<file path="src/rtl/clkdiv_cfg_arbiter.sv">
// Round-robin arbiter that sequences glitch-free ratio changes on a shared integer clock divider.
// Each change waits for a divided-clock low phase, gates the enable, loads the ratio, re-enables.
module clkdiv_cfg_arbiter #(
    parameter int unsigned RATIO_W     = 4,
    parameter int unsigned DEF_RATIO   = 2,
    parameter int unsigned GATE_CYCLES = 2,
    parameter int unsigned TIMEOUT     = 16
) (
    input  logic               i_ref_clk,
    input  logic               i_rst_n,
    input  logic [1:0]         i_req,
    input  logic [RATIO_W-1:0] i_ratio0,
    input  logic [RATIO_W-1:0] i_ratio1,
    output logic [1:0]         o_ack,
    input  logic               i_div_clk,
    output logic [RATIO_W-1:0] o_div_ratio,
    output logic               o_clk_en,
    output logic               o_busy,
    output logic               o_cfg_err
);

    localparam int unsigned CNT_MAX = (TIMEOUT > GATE_CYCLES) ? TIMEOUT : GATE_CYCLES;
    localparam int unsigned CNT_W   = $clog2(CNT_MAX) + 1;

    typedef enum logic [2:0] {
        StInit,
        StIdle,
        StWaitLow,
        StGate,
        StAck
    } state_e;

    state_e             state;
    logic               rr_last;
    logic               grant;
    logic [RATIO_W-1:0] r_new;
    logic [CNT_W-1:0]   cnt;
    logic               div_prev;

    logic               req_grant;
    logic [RATIO_W-1:0] req_ratio;
    logic               div_fall;
    logic               ratio_ok;

    // On a tie the requester not served last wins; a single request wins outright.
    always_comb begin
        req_grant = (i_req == 2'b11) ? ~rr_last : i_req[1];
        req_ratio = req_grant ? i_ratio1 : i_ratio0;
        div_fall  = div_prev & ~i_div_clk;
        ratio_ok  = (o_div_ratio >= RATIO_W'(2));
    end

    always_ff @(posedge i_ref_clk or negedge i_rst_n) begin
        if (!i_rst_n) begin
            state       <= StInit;
            o_div_ratio <= RATIO_W'(DEF_RATIO);
            o_clk_en    <= 1'b0;
            o_ack       <= 2'b00;
            o_cfg_err   <= 1'b0;
            o_busy      <= 1'b1;
            rr_last     <= 1'b1;
            grant       <= 1'b0;
            r_new       <= RATIO_W'(DEF_RATIO);
            cnt         <= '0;
            div_prev    <= 1'b0;
        end else begin
            div_prev  <= i_div_clk;
            o_ack     <= 2'b00;
            o_cfg_err <= 1'b0;
            unique case (state)
                StInit: begin
                    state    <= StIdle;
                    o_busy   <= 1'b0;
                    o_clk_en <= ratio_ok;
                end
                StIdle: begin
                    if (|i_req) begin
                        grant   <= req_grant;
                        rr_last <= req_grant;
                        r_new   <= req_ratio;
                        o_busy  <= 1'b1;
                        cnt     <= '0;
                        // Same ratio: nothing to load, acknowledge without touching the enable.
                        if (req_ratio == o_div_ratio) begin
                            state     <= StAck;
                            o_ack     <= req_grant ? 2'b10 : 2'b01;
                            o_clk_en  <= ratio_ok;
                            o_cfg_err <= ~ratio_ok;
                        end else begin
                            state <= StWaitLow;
                        end
                    end
                end
                StWaitLow: begin
                    if (div_fall || !o_clk_en || (cnt == CNT_W'(TIMEOUT - 1))) begin
                        state       <= StGate;
                        o_clk_en    <= 1'b0;
                        o_div_ratio <= r_new;
                        cnt         <= '0;
                    end else begin
                        cnt <= cnt + 1'b1;
                    end
                end
                StGate: begin
                    // o_div_ratio already holds the new ratio here.
                    if (cnt == CNT_W'(GATE_CYCLES - 1)) begin
                        state     <= StAck;
                        o_ack     <= grant ? 2'b10 : 2'b01;
                        o_clk_en  <= ratio_ok;
                        o_cfg_err <= ~ratio_ok;
                    end else begin
                        cnt <= cnt + 1'b1;
                    end
                end
                StAck: begin
                    state  <= StIdle;
                    o_busy <= 1'b0;
                end
                default: state <= StInit;
            endcase
        end
    end

endmodule

</file>
<file path="config.mk">
export PLATFORM = sky130hd
export DESIGN_NAME = clkdiv_cfg_arbiter
export DESIGN_NICKNAME = d
export VERILOG_FILES = /design/src/rtl/clkdiv_cfg_arbiter.sv
export SDC_FILE = /design/constraint.sdc
export NUM_CORES = 1
export LEC_CHECK = 0
export BUFFER_PORTS_ARGS = -buffer_cell sky130_fd_sc_hd__clkbuf_2
export CORE_MARGIN = 4
export CORE_UTILIZATION = 50
export CTS_BUF_LIST = sky130_fd_sc_hd__clkbuf_2 sky130_fd_sc_hd__clkbuf_4 sky130_fd_sc_hd__clkbuf_8
export DETAILED_ROUTE_END_ITERATION = 8
export PLACE_DENSITY = 0.72
export SLEW_MARGIN = 40
export SYNTH_ARGS = -nofsm -noshare
export SYNTH_HDL_FRONTEND = slang
export SYNTH_SLANG_ARGS = --single-unit
export TNS_END_PERCENT = 20
</file>
<file path="constraint.sdc">
create_clock -name i_ref_clk -period 5.06 [get_ports i_ref_clk]
set_input_delay 0.253 -clock i_ref_clk [delete_from_list [all_inputs] [get_ports i_ref_clk]]
set_output_delay 0.253 -clock i_ref_clk [all_outputs]
set_load 0.005 [all_outputs]
</file>
==> results.cfg, run 1 <==
[setup_path]
path_max_fanout = 5
cp-start-kind = flop
worstSetupPathType = reg -> reg
crit_arrival_ps = 2190
required_ps = 5240
r2r_start = cnt[0]
r2r_cells = 7
r2r_end = o_clk_en
reg2reg_setup_slack_ps = 3050
cp-end-kind = flop

[cells_and_area]
regArea_um2 = 606
fillerInstances = 224
layout_commonest_cell = clkbuf_2
num_antenna_cells = 0
mostFrequentLayoutCells = clkbuf_2, dfrtp_1, nand2_1
area_growth_pct = 13.7
finalNetCount = 176
layout-drive-gt1-share = 0.283
multi_input_area_um2 = 704

[synth]
yosysSeqAreaShare = 0.450
async_flop_share = 1.00
synth.avg_cell_area_um2 = 9.96
netlist_instances = 135
synth_nets = 151
synth_edf_count = 0
netlist_area_um2 = 1350
yosysWarnings = 0
ys_seq_elements = 24
ys_types = 40
synth_flop_cell = dfrtp_1

[timing]
finalCritPeriodShare = 0.397
worst_slack_ps = 3050
hold_viol_final = 0
rsz0062_at_grt = no
fin_tns_setup_ps = 0
worst_pin_slew_ps = 577
fmax_mhz = 498
slew_headroom = 0.616
post-route-min-period_ps = 2010
setup_violations = 0
finalClockSkew_ps = 5.86
slew_violations = 0

[floorplanning]
fp.dieArea_um2 = 3580
ios = 22
rows = 18
core-area_um2 = 2520
start_util = 0.533
die_x_um = 59.9
die_h_um = 59.9

[global_route]
track_usage = 0.182
antenna_found_initial = 0
grt_pass1_wl_um = 5040
grt_max_degree = 25
grt_pass1_vias = 1090
overflow = 0

[power]
fin_total_pwr_uw = 880
p_seq_frac = 0.415
p_leak_nw = 0.694
ir_drop_uv = 359
power_frac_clock = 0.113
power.switching_uw = 374
internal_power_uw = 506
p_per_area_nw_per_um2 = 576
swShare = 0.425
power_frac_comb = 0.472

[drt]
drtIter0Drc = 32
ant_nets = 0
num_vias = 1082
via_per_inst = 5.72
wl_per_cell_um = 14.9
drt-pass1-iter-count = 4
routed_wl_um = 2820
route.detailed.drc = 0

[min_path]
min_from = i_div_clk
min_to = div_prev
hold-path-cell-count = 1
min_path_type = in -> reg

[run_status]
status = finished, final reports clean

[clock_network]
clock_latency_ps = 300
cts_root_buffer = clkbuf_4
cts_buffers = 3
cts.clk_slew.worst_paths_ps = 130
cts_max_level = 1
clock_sinks = 24
ctsLongestPathBuffers = 2
ctsResizeCount = 0
cts_tree = built

[place]
dpl_worst_slack_ps = 3070
hpwl_um = 2150
gp_congestion = 0.907
port_buffers = 21

[run]
max-cap-violations = 0
-- cells in the mapped netlist, drive strengths merged (2+ instances only) --
cell type | number | area [µm²]
a21boi | 3 | 26.3
a21oi | 4 | 20.0
a31oi | 7 | 43.8
and3 | 2 | 12.5
buf | 2 | 10.0
dfrtp | 20 | 500
dfstp | 4 | 105
ha | 3 | 37.5
inv | 8 | 30.0
mux2 | 4 | 45.0
mux2i | 2 | 20.0
nand2 | 16 | 60.1
nand2b | 5 | 38.8
nand3 | 2 | 10.0
nor2 | 12 | 47.6
nor2b | 3 | 18.8
nor3 | 3 | 15.0
o211ai | 4 | 30.0
o21ai | 9 | 45.0
o22ai | 2 | 12.5
or2 | 2 | 15.0
xor2 | 4 | 35.0
-- metrics by stage --
step / instance area (µm²) / hold slack (ps) / std cells / util
global placement: 1480 / 272 / 184 / 0.586
CTS: 1530 / 61.1 / 189 / 0.606
detailed placement: 1480 / 282 / 184 / 0.588
floorplan: 1350 / -42.6 / 135 / -
global route: 1530 / 54.6 / 189 / 0.606
finish: 1530 / 70.5 / 189 / 0.606
-- state kept, by name, summed over array words and instances (netlist names) --
register     cells
r_new            4
state            3
cnt              5
o_clk_en         1
div_prev         1
o_cfg_err        1
o_busy           1
o_div_ratio      4
grant            1
rr_last          1
o_ack            2
-- power groups by stage --
stage | Sequential, mW | Combinational [mW] | Clock, mW
finish | 0.365 | 0.415 | 0.0993
global route | 0.385 | 0.470 | 0.109
CTS | 0.366 | 0.416 | 0.102
detailed placement | 0.369 | 0.411 | 0
global placement | 0.365 | 0.393 | 0
floorplan | 0.336 | 0.322 | 0
-- cell type report --
cell class	count	area share
clock buffers	4	0.0237
inverters	8	0.0196
multi-input cells	101	0.461
flip-flops and latches	24	0.396
well taps	30	0.0245
repair buffers	22	0.0753
-- logic make-up after synthesis --
group / share of synthesized area
buffers and inverters: 0.0298
muxes: 0.0484
AOI/OAI and AO/OA: 0.232
adders and majority gates: 0.0279
and+or+nand+nor: 0.186
DFF: 0.450
xor gates and xnor gates: 0.0260
-- routing by layer --
| layer | part of all wire | up-vias | global-route usage |
|---|---|---|---|
| met5 | 0 | - | 0 |
| met4 | 0.011 | 0 | 0.0475 |
| met3 | 0.037 | 4 | 0.0238 |
| met2 | 0.45 | 25 | 0.281 |
| met1 | 0.50 | 519 | 0.268 |
| li1 | - | 534 | - |
-- worst max-delay path by stage --
stage / startpoint / to / slack [ps] / cells after the start
6_report: cnt[0] / o_clk_en / 3050 / 7
5_1_grt: cnt[1] / cnt[0] / 2920 / 7
4_1_cts: cnt[1] / o_clk_en / 3040 / 7
3_5_place_dp: cnt[1] / o_clk_en / 3070 / 7
3_3_place_gp: i_req[1] / o_ack[0] / 3140 / 6
2_1_floorplan: cnt[0] / o_clk_en / 3240 / 7
-- critical path: stages, from the launching register on --
cell      delay (ps)
dfrtp_1          440
ha_1             220
and3_1           180
ha_1             170
nand3b_1         240
o221a_2          370
mux2i_1          150
o211ai_1         110
-- what timing repair did --
action                     CTS  global route
hold endpoints to repair    20             0
setup endpoints to repair    0             0
hold buffers                 1             0
buffers inserted             0             0
(Power assumes the default switching activity.)
==> run 2: changes to the inputs <==
--- a/config.mk
+++ b/config.mk
@@ -10,7 +10,7 @@
 export CORE_UTILIZATION = 50
 export CTS_BUF_LIST = sky130_fd_sc_hd__clkbuf_2 sky130_fd_sc_hd__clkbuf_4 sky130_fd_sc_hd__clkbuf_8
 export DETAILED_ROUTE_END_ITERATION = 8
-export PLACE_DENSITY = 0.72
+export PLACE_DENSITY = 0.75
 export SLEW_MARGIN = 40
 export SYNTH_ARGS = -nofsm -noshare
 export SYNTH_HDL_FRONTEND = slang
==> constraint.sdc (replaced) <==
create_clock -name i_ref_clk -period 1.84 [get_ports i_ref_clk]
set_input_delay 0.092 -clock i_ref_clk [delete_from_list [all_inputs] [get_ports i_ref_clk]]
set_output_delay 0.092 -clock i_ref_clk [all_outputs]
set_load 0.005 [all_outputs]
==> results.cfg, run 2 (synthesized netlist as in run 1, its figures left out) <==
[power]
p_per_area_nw_per_um2 = 1660
ir_drop_uv = 1110
p_leak_nw = 0.781

[floorplanning]
core-area_um2 = 2520
rows = 18
fp.dieArea_um2 = 3580
die_x_um = 59.9
ios = 22
start_util = 0.533
die_h_um = 59.9

[setup_path]
path_max_fanout = 4
r2r_end = o_div_ratio[2]
worstSetupStartpoint = cnt[1]
reg2reg_setup_slack_ps = -110
required_ps = 2060
cp_slowest_stage_delay_ps = 430
cp-end-kind = flop
worstSetupPathType = reg -> reg
crit_arrival_ps = 2170
cp-start-kind = flop
endpoint = o_div_ratio[2]
cp_cell_sequence = ha_2 > and3_4 > ha_4 > nand3b_1 > buf_4 > nand3_2 > mux2_2
r2r_cells = 7
critical-path-top-delay-family = simple AND/OR/NAND/NOR gates
crit_cells = 7
slowest_stage = dfrtp_1
r2r_start = cnt[1]
crit_buf_inv = 1

[global_route]
grt_pass1_vias = 1217
grt_max_degree = 25
overflow = 0
track_usage = 0.203
antenna_found_initial = 0
grt_pass1_wl_um = 5500

[timing]
finalCritPeriodShare = 1.06
setup_violations = 9
worst_pin_slew_ps = 593
fmax_mhz = 514
post-route-min-period_ps = 1950
finalClockSkew_ps = 7.10
slew_violations = 0
slew_headroom = 0.601
whs_ps = 5.60
rsz0062_at_grt = yes
worst_slack_ps = -107
hold_viol_final = 0

[run_status]
status = finished, violations left
violations = negative setup slack

[cells_and_area]
layout_commonest_cell = clkbuf_2
final_util = 0.683
mostFrequentLayoutCells = clkbuf_2, dfrtp_1, nand2_1
finalNetCount = 191
area_growth_pct = 28.1
layout-drive-gt1-share = 0.385
largest_reg_flops = 5
fin_cells = 204
top_regs = cnt: 5 flops, o_div_ratio: 4 flops, r_new: 4 flops
fillerInstances = 178
top_register = cnt
num_antenna_cells = 0

[min_path]
min_path_type = in -> reg

[drt]
wl_per_cell_um = 16.6
routed_wl_um = 3400
num_vias = 1208
drt-pass1-iter-count = 4
via_per_inst = 5.92
drtIter0Drc = 70
route.detailed.drc = 0
ant_nets = 0

[clock_network]
ctsLongestPathBuffers = 2
clock_latency_ps = 320
cts_tree = built
cts.clk_slew.worst_paths_ps = 140
clock_sinks = 24
cts_buffers = 3
cts_root_buffer = clkbuf_4
cts_max_level = 1

[place]
place_inst = 192
hpwl_um = 2270
port_buffers = 21
dpl_worst_slack_ps = -73.6
gp_congestion = 0.889

[run]
max-cap-violations = 0
==> run 2: timing repair <==
action | CTS | global route
hold buffers | 4 | 0
gates resized for setup | 8 | 13
setup endpoints to repair | 9 | 13
buffers inserted | 2 | 2
pin swaps | 3 | 5
hold endpoints to repair | 22 | 0
==> run 2: final cells by class <==
class | count | area, µm² | share of cell area
clock buffers | 3 | 22.5 | 0.0131
clock inverters | 1 | 30.0 | 0.0174
inverters | 8 | 30.0 | 0.0174
multi-input cells | 101 | 753 | 0.437
flip-flops and latches | 24 | 608 | 0.353
well taps | 30 | 37.5 | 0.0218
repair buffers | 37 | 241 | 0.140
==> run 2: how the worst min path moves through the flow <==
stage / end / startpoint / cells after the start
after floorplan: cnt[0] / i_rst_n / 0
after global placement: cnt[1] / i_rst_n / 1
after detailed placement: o_ack[1] / i_rst_n / 1
after CTS: rr_last / i_req[0] / 2
after global routing: rr_last / i_req[0] / 2
final: rr_last / i_req[0] / 2
==> run 2: routing by layer <==
layer / global-route usage / wire length, µm / vias to the layer above / part of all wire
met2: 0.324 / 1700 / 55 / 0.50
li1: - / - / 561 / -
met4: 0.0759 / 62 / 0 / 0.018
met1: 0.277 / 1430 / 582 / 0.42
met5: 0 / 0 / - / 0
met3: 0.0302 / 205 / 10 / 0.060
==> run 2: stage by stage <==
step	TNS (ps)	cell area (µm²)	total power, mW
floorplan	0	1350	1.81
global route	-1330	1720	3.06
CTS	-143	1690	2.74
finish	-638	1720	2.86
detailed placement	-166	1540	2.24
global placement	0	1540	2.18
==> run 2: where the power goes <==
group	switching [mW]	internal, mW	total (mW)
clock	0.167	0.220	0.388
combinational	0.745	0.707	1.45
sequential	0.245	0.772	1.02
total	1.16	1.70	2.86
